<file path="config.mk">
export PLATFORM = sky130hd
export DESIGN_NAME = psum_accum_array
export DESIGN_NICKNAME = d
export VERILOG_FILES = /design/src/rtl/psum_pkg.sv /design/src/rtl/psum_accum_array_requant.sv /design/src/rtl/psum_accum_array.sv
export SDC_FILE = /design/constraint.sdc
export NUM_CORES = 2
export LEC_CHECK = 0
export ABC_AREA = 1
export CORE_MARGIN = 2
export CORE_UTILIZATION = 55
export CTS_CLUSTER_SIZE = 10
export DETAILED_ROUTE_END_ITERATION = 8
export MAX_ROUTING_LAYER = met4
export PLACE_DENSITY = 0.83
export SETUP_SLACK_MARGIN = 0.1
export SLEW_MARGIN = 10
export SYNTH_ARGS = -nofsm -noshare
export SYNTH_HDL_FRONTEND = slang
export SYNTH_SLANG_ARGS = --single-unit
</file>
<file path="constraint.sdc">
create_clock -name clk -period 7.45 [get_ports clk]
set_input_delay 0.745 -clock clk [delete_from_list [all_inputs] [get_ports clk]]
set_output_delay 0.745 -clock clk [all_outputs]
set_load 0.01 [all_outputs]
</file>
<file path="src/rtl/psum_pkg.sv">
// Shared definitions for the partial-sum accumulate / requantise path.
// Contents:
//   PSUM_W_DEF, OUT_W_DEF : default partial-sum and output lane widths
//   SAT_W                 : working width used by the requant arithmetic
//   lane_lsb()            : bit offset of a lane inside a packed lane vector
//   sat_shift()           : optional ReLU, arithmetic right shift, then signed
//                           saturation to out_w bits (result sign-extended)
package psum_pkg;

    localparam int PSUM_W_DEF = 32;
    localparam int OUT_W_DEF  = 8;
    localparam int SAT_W      = 64;

    function automatic int lane_lsb(input int lane, input int width);
        return lane * width;
    endfunction

    function automatic logic signed [SAT_W-1:0] sat_shift(
        input logic signed [SAT_W-1:0] value,
        input logic        [7:0]       shift,
        input logic                    relu,
        input int                      out_w
    );
        logic signed [SAT_W-1:0] r;
        logic signed [SAT_W-1:0] q;
        logic signed [SAT_W-1:0] hi;
        logic signed [SAT_W-1:0] lo;
        r  = (relu && (value < 0)) ? '0 : value;
        q  = r >>> shift;
        hi = (64'sd1 <<< (out_w - 1)) - 64'sd1;
        lo = -(64'sd1 <<< (out_w - 1));
        if (q > hi) begin
            q = hi;
        end else if (q < lo) begin
            q = lo;
        end
        return q;
    endfunction

endpackage

</file>
<file path="src/rtl/psum_accum_array_requant.sv">
// Combinational requantiser for one lane: ReLU (optional), arithmetic right
// shift and signed saturation of a partial sum down to OUT_W bits.
// Ports:
//   sum_in    : signed partial sum, PSUM_W bits
//   relu_en   : clamp negative sums to zero before shifting
//   shift_amt : arithmetic right shift amount
//   q_out     : saturated signed result, OUT_W bits
module psum_requant
    import psum_pkg::*;
#(
    parameter int PSUM_W  = PSUM_W_DEF,
    parameter int OUT_W   = OUT_W_DEF,
    parameter int SHIFT_W = 5
) (
    input  logic [PSUM_W-1:0]  sum_in,
    input  logic               relu_en,
    input  logic [SHIFT_W-1:0] shift_amt,
    output logic [OUT_W-1:0]   q_out
);

    logic signed [SAT_W-1:0] sat_full;

    always_comb begin
        sat_full = sat_shift(SAT_W'($signed(sum_in)), 8'(shift_amt), relu_en, OUT_W);
    end

    // Saturation already bounded the value to OUT_W bits; keep the low bits.
    assign q_out = OUT_W'(sat_full);

endmodule

</file>
<file path="src/rtl/psum_accum_array.sv">
// Accumulates LANES partial sums per pixel into external scratch memory across
// input channels. The first channel starts from a per-lane bias (loaded via a
// shift chain); the last channel is requantised and packed into one output
// word behind a valid/ready output register plus a 1-entry skid register.
// Ports:
//   clk, rst                 : clock, asynchronous active-low reset
//   in_valid/in_ready        : input beat handshake (transfer when both high)
//   in_result, in_addr       : lane results and pixel address of the beat
//   in_first, in_last        : first / last input channel markers
//   bias_push, bias_in       : bias shift chain (enters at lane LANES-1)
//   relu_en, shift_amt       : requant controls (quasi-static)
//   sp_rd_addr, sp_rd_data   : scratch read (data one cycle after address)
//   sp_wr_en/addr/data       : registered scratch write
//   out_valid/out_ready      : packed output handshake (transfer when both high)
//   out_addr, out_data       : packed output word and its address
//   out_bias_dbg             : lane-0 bias register
module psum_accum_array
    import psum_pkg::*;
#(
    parameter int LANES   = 4,
    parameter int PSUM_W  = PSUM_W_DEF,
    parameter int OUT_W   = OUT_W_DEF,
    parameter int ADDR_W  = 16,
    parameter int SHIFT_W = 5
) (
    input  logic                    clk,
    input  logic                    rst,
    input  logic                    in_valid,
    output logic                    in_ready,
    input  logic [LANES*PSUM_W-1:0] in_result,
    input  logic [ADDR_W-1:0]       in_addr,
    input  logic                    in_first,
    input  logic                    in_last,
    input  logic                    bias_push,
    input  logic [PSUM_W-1:0]       bias_in,
    input  logic                    relu_en,
    input  logic [SHIFT_W-1:0]      shift_amt,
    output logic [ADDR_W-1:0]       sp_rd_addr,
    input  logic [LANES*PSUM_W-1:0] sp_rd_data,
    output logic                    sp_wr_en,
    output logic [ADDR_W-1:0]       sp_wr_addr,
    output logic [LANES*PSUM_W-1:0] sp_wr_data,
    output logic                    out_valid,
    input  logic                    out_ready,
    output logic [ADDR_W-1:0]       out_addr,
    output logic [LANES*OUT_W-1:0]  out_data,
    output logic [PSUM_W-1:0]       out_bias_dbg
);

    localparam int RES_W  = LANES * PSUM_W;
    localparam int PACK_W = LANES * OUT_W;

    logic              s1_valid_q, s1_valid_d;
    logic              s1_first_q, s1_first_d;
    logic              s1_last_q,  s1_last_d;
    logic              s1_held_q,  s1_held_d;
    logic [ADDR_W-1:0] s1_addr_q,  s1_addr_d;
    logic [RES_W-1:0]  s1_result_q, s1_result_d;

    logic              wr_en_q,   wr_en_d;
    logic [ADDR_W-1:0] wr_addr_q, wr_addr_d;
    logic [RES_W-1:0]  wr_data_q, wr_data_d;
    logic              prv_en_q,   prv_en_d;
    logic [ADDR_W-1:0] prv_addr_q, prv_addr_d;
    logic [RES_W-1:0]  prv_data_q, prv_data_d;

    logic              out_valid_q, out_valid_d;
    logic [ADDR_W-1:0] out_addr_q,  out_addr_d;
    logic [PACK_W-1:0] out_data_q,  out_data_d;
    logic              skid_valid_q, skid_valid_d;
    logic [ADDR_W-1:0] skid_addr_q,  skid_addr_d;
    logic [PACK_W-1:0] skid_data_q,  skid_data_d;

    logic [PSUM_W-1:0] bias_q [LANES];
    logic [PSUM_W-1:0] bias_d [LANES];

    logic              accept, emit, out_fire, can_take, take, hold;
    logic [RES_W-1:0]  fwd_data;
    logic [RES_W-1:0]  sum_vec;
    logic [PSUM_W-1:0] base;
    logic [PACK_W-1:0] q_vec;

    assign in_ready   = rst && !skid_valid_q;
    assign accept     = in_valid && in_ready;
    assign sp_rd_addr = in_addr;

    // Read data for the S1 beat may be stale: the write registered last cycle
    // (on the bus now) and the one on the bus during the read have not
    // reached memory. The newest matching write wins.
    always_comb begin
        fwd_data = sp_rd_data;
        if (prv_en_q && (prv_addr_q == s1_addr_q)) fwd_data = prv_data_q;
        if (wr_en_q && (wr_addr_q == s1_addr_q))   fwd_data = wr_data_q;
        sum_vec = '0;
        base    = '0;
        for (int l = 0; l < LANES; l++) begin
            // A held beat already folded its base into s1_result_q.
            if (s1_held_q)       base = '0;
            else if (s1_first_q) base = bias_q[l];
            else                 base = fwd_data[lane_lsb(l, PSUM_W) +: PSUM_W];
            sum_vec[lane_lsb(l, PSUM_W) +: PSUM_W] =
                base + s1_result_q[lane_lsb(l, PSUM_W) +: PSUM_W];
        end
    end

    for (genvar g = 0; g < LANES; g++) begin : g_requant
        psum_requant #(
            .PSUM_W  (PSUM_W),
            .OUT_W   (OUT_W),
            .SHIFT_W (SHIFT_W)
        ) u_requant (
            .sum_in    (sum_vec[g*PSUM_W +: PSUM_W]),
            .relu_en   (relu_en),
            .shift_amt (shift_amt),
            .q_out     (q_vec[g*OUT_W +: OUT_W])
        );
    end

    assign emit     = s1_valid_q && s1_last_q;
    assign out_fire = out_valid_q && out_ready;
    assign can_take = !skid_valid_q || out_fire;
    assign take     = emit && can_take;
    assign hold     = emit && !can_take;

    always_comb begin
        s1_valid_d   = s1_valid_q;
        s1_first_d   = s1_first_q;
        s1_last_d    = s1_last_q;
        s1_held_d    = s1_held_q;
        s1_addr_d    = s1_addr_q;
        s1_result_d  = s1_result_q;
        out_valid_d  = out_valid_q;
        out_addr_d   = out_addr_q;
        out_data_d   = out_data_q;
        skid_valid_d = skid_valid_q;
        skid_addr_d  = skid_addr_q;
        skid_data_d  = skid_data_q;
        bias_d       = bias_q;

        wr_en_d    = s1_valid_q && !s1_last_q;
        wr_addr_d  = s1_addr_q;
        wr_data_d  = sum_vec;
        prv_en_d   = wr_en_q;
        prv_addr_d = wr_addr_q;
        prv_data_d = wr_data_q;

        // A held beat freezes its final sum so the scratch read data can move on.
        if (hold) begin
            s1_held_d   = 1'b1;
            s1_result_d = sum_vec;
        end else begin
            s1_valid_d  = accept;
            s1_first_d  = in_first;
            s1_last_d   = in_last;
            s1_held_d   = 1'b0;
            s1_addr_d   = in_addr;
            s1_result_d = in_result;
        end

        if (!out_valid_q || out_fire) begin
            if (skid_valid_q) begin
                out_valid_d  = 1'b1;
                out_addr_d   = skid_addr_q;
                out_data_d   = skid_data_q;
                skid_valid_d = take;
                if (take) begin
                    skid_addr_d = s1_addr_q;
                    skid_data_d = q_vec;
                end
            end else begin
                out_valid_d = take;
                if (take) begin
                    out_addr_d = s1_addr_q;
                    out_data_d = q_vec;
                end
            end
        end else if (take) begin
            skid_valid_d = 1'b1;
            skid_addr_d  = s1_addr_q;
            skid_data_d  = q_vec;
        end

        if (bias_push) begin
            for (int l = 0; l < LANES - 1; l++) bias_d[l] = bias_q[l+1];
            bias_d[LANES-1] = bias_in;
        end
    end

    always_ff @(posedge clk or negedge rst) begin
        if (!rst) begin
            s1_valid_q   <= 1'b0;
            s1_first_q   <= 1'b0;
            s1_last_q    <= 1'b0;
            s1_held_q    <= 1'b0;
            s1_addr_q    <= '0;
            s1_result_q  <= '0;
            wr_en_q      <= 1'b0;
            wr_addr_q    <= '0;
            wr_data_q    <= '0;
            prv_en_q     <= 1'b0;
            prv_addr_q   <= '0;
            prv_data_q   <= '0;
            out_valid_q  <= 1'b0;
            out_addr_q   <= '0;
            out_data_q   <= '0;
            skid_valid_q <= 1'b0;
            skid_addr_q  <= '0;
            skid_data_q  <= '0;
            for (int l = 0; l < LANES; l++) bias_q[l] <= '0;
        end else begin
            s1_valid_q   <= s1_valid_d;
            s1_first_q   <= s1_first_d;
            s1_last_q    <= s1_last_d;
            s1_held_q    <= s1_held_d;
            s1_addr_q    <= s1_addr_d;
            s1_result_q  <= s1_result_d;
            wr_en_q      <= wr_en_d;
            wr_addr_q    <= wr_addr_d;
            wr_data_q    <= wr_data_d;
            prv_en_q     <= prv_en_d;
            prv_addr_q   <= prv_addr_d;
            prv_data_q   <= prv_data_d;
            out_valid_q  <= out_valid_d;
            out_addr_q   <= out_addr_d;
            out_data_q   <= out_data_d;
            skid_valid_q <= skid_valid_d;
            skid_addr_q  <= skid_addr_d;
            skid_data_q  <= skid_data_d;
            for (int l = 0; l < LANES; l++) bias_q[l] <= bias_d[l];
        end
    end

    assign sp_wr_en     = wr_en_q;
    assign sp_wr_addr   = wr_addr_q;
    assign sp_wr_data   = wr_data_q;
    assign out_valid    = out_valid_q;
    assign out_addr     = out_addr_q;
    assign out_data     = out_data_q;
    assign out_bias_dbg = bias_q[0];

endmodule

</file>
# Yosys cells after proc, flatten, opt, wreduce, memory -nomap -nowiden
# Cells that the tools add are included.
[word_totals]
inputBits = 317
out_inout_bits = 243
reg_bits = 664
word_cells = 105
[op_classes]
muxes = 38
eq_ne = 3
add_sub_neg = 4
n_shift = 4
reduce_logical = 22
magnitude_cmp = 12
[op_table]
columns = ["operator", "count"]
rows = [
  ["$mux 32", 13],
  ["$mux 128", 3],
  ["$gt 64x8->1 const B", 4],
  ["$lt 64x8->1 const B", 4],
  ["$mux 64", 4],
  ["$sshr 64x5->64", 4],
  ["$add 32x32->32", 4],
  ["$lt 32x1->1 const B", 4],
  ["$mux 16", 5],
  ["$mux 8", 8],
  ["$eq 16x16->1", 2],
  ["$logic_and 1x1->1", 13],
  ["$mux 1", 5],
  ["$logic_not 1->1", 4],
  ["$reduce_bool 2->1", 2],
  ["$logic_or 1x1->1", 2],
  ["$ne 2x2->1 const B", 1],
  ["$reduce_and 2->1", 1],
]

# Longest topological paths before layout
[depth]
word_depth = 17
mapped_depth = 48
ltp_nobuf = 45

# Modules after synthesis
# Synthesis repeated with hierarchy kept, for this count alone.
[unflattened]
cells_unflattened = 5861
area_unflattened_um2 = 42079.1
[modules_own_cells]
columns = ["mod", "seq_area_each_um2", "n_inst", "cells_each", "area_per_inst_um2"]
rows = [
  ["psum_accum_array", 16615.9, 1, 4105, 33921.3],
  ["psum_requant", 0.0, 4, 439, 2039.5],
]

# Worst setup path after synthesis
# OpenSTA, ideal clock, no wires.
[synth_timing]
path_kind = "register to register"
startpoint = "reg s1_addr_q[9]"
endpoint = "reg out_data_q[16], in the netlist out_data[16]"
period_less_slack_ns = 5.305
stages_incl_launch_ff = 43
slack_ns = 2.145
t_arrival_ns = 5.239
n_path_buf = 3
setup_time_ns = 0.066
required_ns = 7.384
path_cell_list = "dfrtp_1 inv_2 nand2_1 o21ai_1 nor2_1 nand2_1 nor2_4 nand3_2 buf_6 clkbuf_1 buf_1 mux2i_1 nor2_1 a21oi_1 a21oi_1 ha_1 inv_1 fa_1 (+7 left out) o21ai_0 xor2_1 nand3_1 nand3_1 nand3_1 nand2_1 nand2_1 nand3_1 nand2_1 nor2_1 nand2_1 nor2_1 nand3_1 nand2_1 nand2_1 nand3_1 nand2_1 nand2_1"
[synth_via]
elab_chain_cells = 16
elab_cells_between_ends = 19
classes_between = "add/sub: 1; order compare: 3; eq/ne: 2; shift: 1; mux: 9; reduce/logical: 3"
[synth_rtl]
columns = ["element", "line", "source"]
rows = [
  ["start, declared", "psum_accum_array.sv:57", "logic [ADDR_W-1:0] s1_addr_q, s1_addr_d;"],
  ["start signal, assigned", "psum_accum_array.sv:215", "s1_addr_q <= s1_addr_d;"],
  ["$eq 16x16->1", "psum_accum_array.sv:92", "if (prv_en_q && (prv_addr_q == s1_addr_q)) fwd_data = prv_data_q;"],
  ["$logic_and 1x1->1", "psum_accum_array.sv:92", ""],
  ["$mux 128", "psum_accum_array.sv:92", ""],
  ["$mux 128 (*)", "psum_accum_array.sv:93", "if (wr_en_q && (wr_addr_q == s1_addr_q)) fwd_data = wr_data_q;"],
  ["$mux 32 (*)", "psum_accum_array.sv:99", "else if (s1_first_q) base = bias_q[l];"],
  ["$mux 32 (*)", "psum_accum_array.sv:98", "if (s1_held_q) base = '0;"],
  ["$add 32x32->32 (*)", "psum_accum_array.sv:102", "base + s1_result_q[lane_lsb(l, PSUM_W) +: PSUM_W];"],
  ["named net g_requant[2].u_requant.sum_in[30]", "psum_accum_array_requant.sv:15", "input logic [PSUM_W-1:0] sum_in,"],
  ["$lt 32x1->1", "psum_pkg.sv:28", "r = (relu && (value < 0)) ? '0 : value;"],
  ["$logic_and 1x1->1", "psum_pkg.sv:28", ""],
  ["$mux 64 (*)", "psum_pkg.sv:28", ""],
  ["$sshr 64x5->64 (*)", "psum_pkg.sv:29", "q = r >>> shift;"],
  ["$lt 64x8->1", "psum_pkg.sv:34", "end else if (q < lo) begin"],
  ["$mux 8", "psum_pkg.sv:34", ""],
  ["$mux 8 (*)", "psum_pkg.sv:32", "if (q > hi) begin"],
  ["$mux 32 (*)", "psum_accum_array.sv:172", "if (take) begin"],
  ["$mux 32 (*)", "psum_accum_array.sv:161", "if (skid_valid_q) begin"],
  ["end signal, assigned", "psum_accum_array.sv:225", "out_data_q <= out_data_d;"],
  ["end, declared", "psum_accum_array.sv:69", "logic [PACK_W-1:0] out_data_q, out_data_d;"],
]
# Mark *: on every way through the listed nets, which the timed path passes. The rest lies on a longest branch. The select of a mux whose other input is x is not followed.
# A chain may end at the register's enable or synchronous reset.

# Final worst setup path
[layout_timing]
startpoint = "reg s1_addr_q[10]"
endpoint = "reg out_data_q[28], in the netlist out_data[28]"
[layout_via]
elab_chain_cells = 16
elab_cells_between_ends = 19
classes_between = "add/sub: 1; order compare: 3; eq/ne: 2; shift: 1; mux: 9; reduce/logical: 3"
[layout_rtl]
columns = ["element", "line"]
rows = [
  ["$eq 16x16->1", "psum_accum_array.sv:92"],
  ["$logic_and 1x1->1", "psum_accum_array.sv:92"],
  ["$mux 128", "psum_accum_array.sv:92"],
  ["$mux 128 (*)", "psum_accum_array.sv:93"],
  ["$mux 32 (*)", "psum_accum_array.sv:99"],
  ["$mux 32 (*)", "psum_accum_array.sv:98"],
  ["$add 32x32->32 (*)", "psum_accum_array.sv:102"],
  ["$lt 32x1->1", "psum_pkg.sv:28"],
  ["$logic_and 1x1->1", "psum_pkg.sv:28"],
  ["$mux 64 (*)", "psum_pkg.sv:28"],
  ["$sshr 64x5->64 (*)", "psum_pkg.sv:29"],
  ["$lt 64x8->1", "psum_pkg.sv:34"],
  ["$mux 8", "psum_pkg.sv:34"],
  ["$mux 8 (*)", "psum_pkg.sv:32"],
  ["$mux 32 (*)", "psum_accum_array.sv:172"],
  ["$mux 32 (*)", "psum_accum_array.sv:161"],
]
# Mark *: on every way between the ends. The rest lies on a longest branch, timed or not. The select of a mux whose other input is x is not followed.

==> results.py <==
metrics = {
    "status": {
        "run_status": "complete, no violations",
    },
    "floorplan": {
        "io-pin-count": 560,
        "floorplan.initialDensity": 0.556,
        "floorplan.core_area_sq_um": 74400,
        "placement_rows": 100,
        "die_span_in_x_um": 278,
        "die-area_sq_um": 77500,
        "die_h_um": 278,
    },
    "grt": {
        "grt_antenna_before_repair": 9,
        "grt.total_usage": 0.425,
        "first_global_vias": 41003,
        "global_route_wire_length_before_repair_um": 245000,
        "maximum_number_of_pins_on_one_net_before_global_route_repair": 159,
        "grt_remaining_overflow": 0,
    },
    "route": {
        "wirelength_per_cell_um": 23.1,
        "drt-vias-per-instance": 6.05,
        "wirelength_um": 163000,
        "drc": 0,
        "drt.antenna.violating_nets": 0,
        "via_count": 42622,
        "first_iter_violations": 5093,
        "drt_pass1_iterations": 6,
    },
    "power_and_ir_drop": {
        "p_leak_nw": 24.3,
        "worst_ir_drop_vdd_v": 0.000201,
        "pwr_density_cell_nw_per_um2": 264,
        "power_mw": 13.0,
    },
    "synth": {
        "synthesis.instances": 5727,
        "post_synth.cell_area_avg_sq_um": 7.23,
        "synth_area_sq_um": 41400,
        "ys_dominant_reg_cell": "dfrtp_1",
        "synth.distinct_cells": 53,
        "number_of_flops_mapped_to_enable_cells_by_yosys": 0,
        "mappedNetlistNets": 6172,
        "ys_ff_latch": 664,
        "synth-async-reset-ratio": 1.00,
        "seq_area_frac_synth": 0.401,
        "ys_warn_count": 0,
    },
    "clocking": {
        "cts.sinks": 664,
        "clkLatencyLatePin_ns": 0.64,
        "cts.repair_timing.setup_buffer_count": 0,
        "cts_inserted_buffers": 80,
        "maximum_clock_path_buffer_count": 3,
        "clk_pin_slew_ns": 0.05,
        "ctsHtreeMaxLevel": 3,
        "clock_tree_from_tritoncts": "built",
        "cts_repair_resize_count": 0,
        "cts-hold-fix-buffers": 0,
        "clk_root_buffer_cell": "clkbuf_16",
    },
    "cells_and_area": {
        "final_standard_cell_utilization_of_the_core": 0.664,
        "areaGrowthSynthToFinish_pct": 19.4,
        "most-common-layout-cells": "nand2_1 (1,538), nand3_1 (845), dfrtp_1 (664)",
        "nets_final": 6485,
        "layout_cells_sized_above_1": 0.0356,
        "leading_cell_type_in_the_layout_fill_and_taps_excluded": "nand2_1",
    },
    "critical_path": {
        "critPathRequiredTime_ns": 7.97,
        "rr_startpoint": "s1_addr_q[10]",
        "timing.critical_path.arrival_ns": 7.41,
        "worstPathMaxFanout": 82,
        "crit_start": "s1_addr_q[10]",
        "crit_start_category": "flip-flop",
        "timing_worst_setup_path_type": "flip-flop to flip-flop",
        "worst_path_max_delay_cell": "nand3_2",
        "crit_path_capture_type": "flip-flop",
        "slowest_delay_ns": 0.48,
    },
    "placed_design": {
        "dp_hpwl_um": 122000,
        "routabilityCongestion": 1.04,
        "detailedPlace.worstSlack_ns": 0.716,
        "buffer_ports.inserted": 559,
    },
    "sta": {
        "layout_setup_ws_ns": 0.562,
        "timing.final.setup_violations": 0,
        "final-hold-violation-count": 0,
        "final_max_slew_viol_count": 0,
        "max_freq_mhz": 145,
        "timing.slew.headroom": 0.207,
        "post_route_fraction_of_the_period_consumed_by_the_critical_path": 0.925,
        "worst_slew_pin_slew_ns": 1.19,
        "fin_hold_ws_ns": 0.0536,
        "rsz0062_at_grt": "true",
        "period_minus_slack_ns": 6.89,
        "totalNegativeSetupSlack_ns": 0,
        "clock-skew-final_ns": 0.0188,
    },
    "hold_path": {
        "hold_class": "input port to async pin",
    },
    "flow_run": {
        "maxCapViolations": 0,
    },
}
==> metal layers <==
layer  vias up  global-route usage  routed length [um]
met3       478              0.0661               13300
li1      19621                   -                   -
met2      2216               0.651               73800
met1     20307               0.536               64300
met4         0               0.246               11200
met5         -                   -                   0
==> sequential cells by signal (all words and copies together), names as in the netlist, 32 cells and up <==
signal,cells
out_data,32
bias_q,96
s1_result_q,128
out_bias_dbg,32
skid_data_q,32
sp_wr_data,128
prv_data_q,128
==> power by group <==
| part | internal [mW] | switching [mW] |
|---|---|---|
| registers | 4.34 | 0.571 |
| clock network | 2.19 | 1.57 |
| logic | 1.63 | 2.74 |
==> cells by family after synthesis <==
family | after synthesis | synth area share
fa+ha+maj | 128 | 0.0394
simple gates | 2967 | 0.301
buf+inv | 714 | 0.0723
compound gates | 1016 | 0.131
xor+xnor | 111 | 0.0235
mux | 127 | 0.0307
flops | 664 | 0.401
==> critical path, delay by kind of cell, from the launching register on <==
kind	cells	cell delay, ns
and+or+nand+nor	29	4.59
buffers and inverters	4	0.81
adders and majority gates	1	0.47
DFF	1	0.43
AOI/OAI and AO/OA	2	0.31
==> Yosys cell counts, types with 3 or more instances <==
cell type,number,area share
a211oi_1,5,0.00091
a21boi_0,5,0.00091
a21o_1,27,0.0049
a21oi_1,461,0.056
a221oi_1,4,0.00085
a31o_2,3,0.00063
a31oi_1,65,0.0098
and2_1,3,0.00045
buf_1,58,0.0053
buf_2,26,0.0031
buf_4,57,0.010
buf_6,9,0.0024
clkbuf_1,229,0.021
dfrtp_1,664,0.40
fa_1,4,0.0019
ha_1,124,0.037
inv_1,317,0.029
inv_2,16,0.0015
mux2i_1,127,0.031
nand2_1,1539,0.14
nand2_2,9,0.0014
nand3_1,846,0.10
nand3_2,7,0.0017
nand3b_1,6,0.0011
nand4_1,23,0.0035
nor2_1,482,0.044
nor2_4,4,0.0011
nor3_1,36,0.0044
nor4_1,3,0.00045
o211ai_1,16,0.0029
o21a_1,8,0.0015
o21ai_0,368,0.044
o21ai_1,25,0.0030
o21bai_1,11,0.0020
o221a_2,3,0.00082
o22ai_1,3,0.00045
o31ai_1,4,0.00073
xnor2_1,26,0.0055
xor2_1,85,0.018
==> per-stage QoR <==
step                std cells  cell area (sq um)
global route             7040              49400
CTS                      7033              49400
floorplan                5727              41400
detailed placement       6926              47000
finish                   7040              49400
global placement         6926              47000
==> area by class of cell <==
type | instances | area, sq um
multi-input combinational | 4350 | 21800
tap | 969 | 1210
clock buffer | 95 | 2140
timing repair buffer | 609 | 6090
clock inverter | 12 | 244
inverter | 335 | 1290
sequential | 664 | 16600
fill | 6400 | 25000
antenna | 6 | 15.0
==> final timing paths <==
check / to / slack (ns) / cells after the start
min in group clk: prv_data_q[22] / 0.39 / 0
worst min-delay path: s1_result_q[117] / 0.05 / 1
max in group asynchronous: sp_wr_data[52] / 5.17 / 3
worst max register to register: out_data[28] / 0.56 / 36
worst min register to register: prv_data_q[22] / 0.39 / 0
worst max-delay path: out_data[28] / 0.56 / 36
Note: power is estimated with default switching activity, not from simulation.
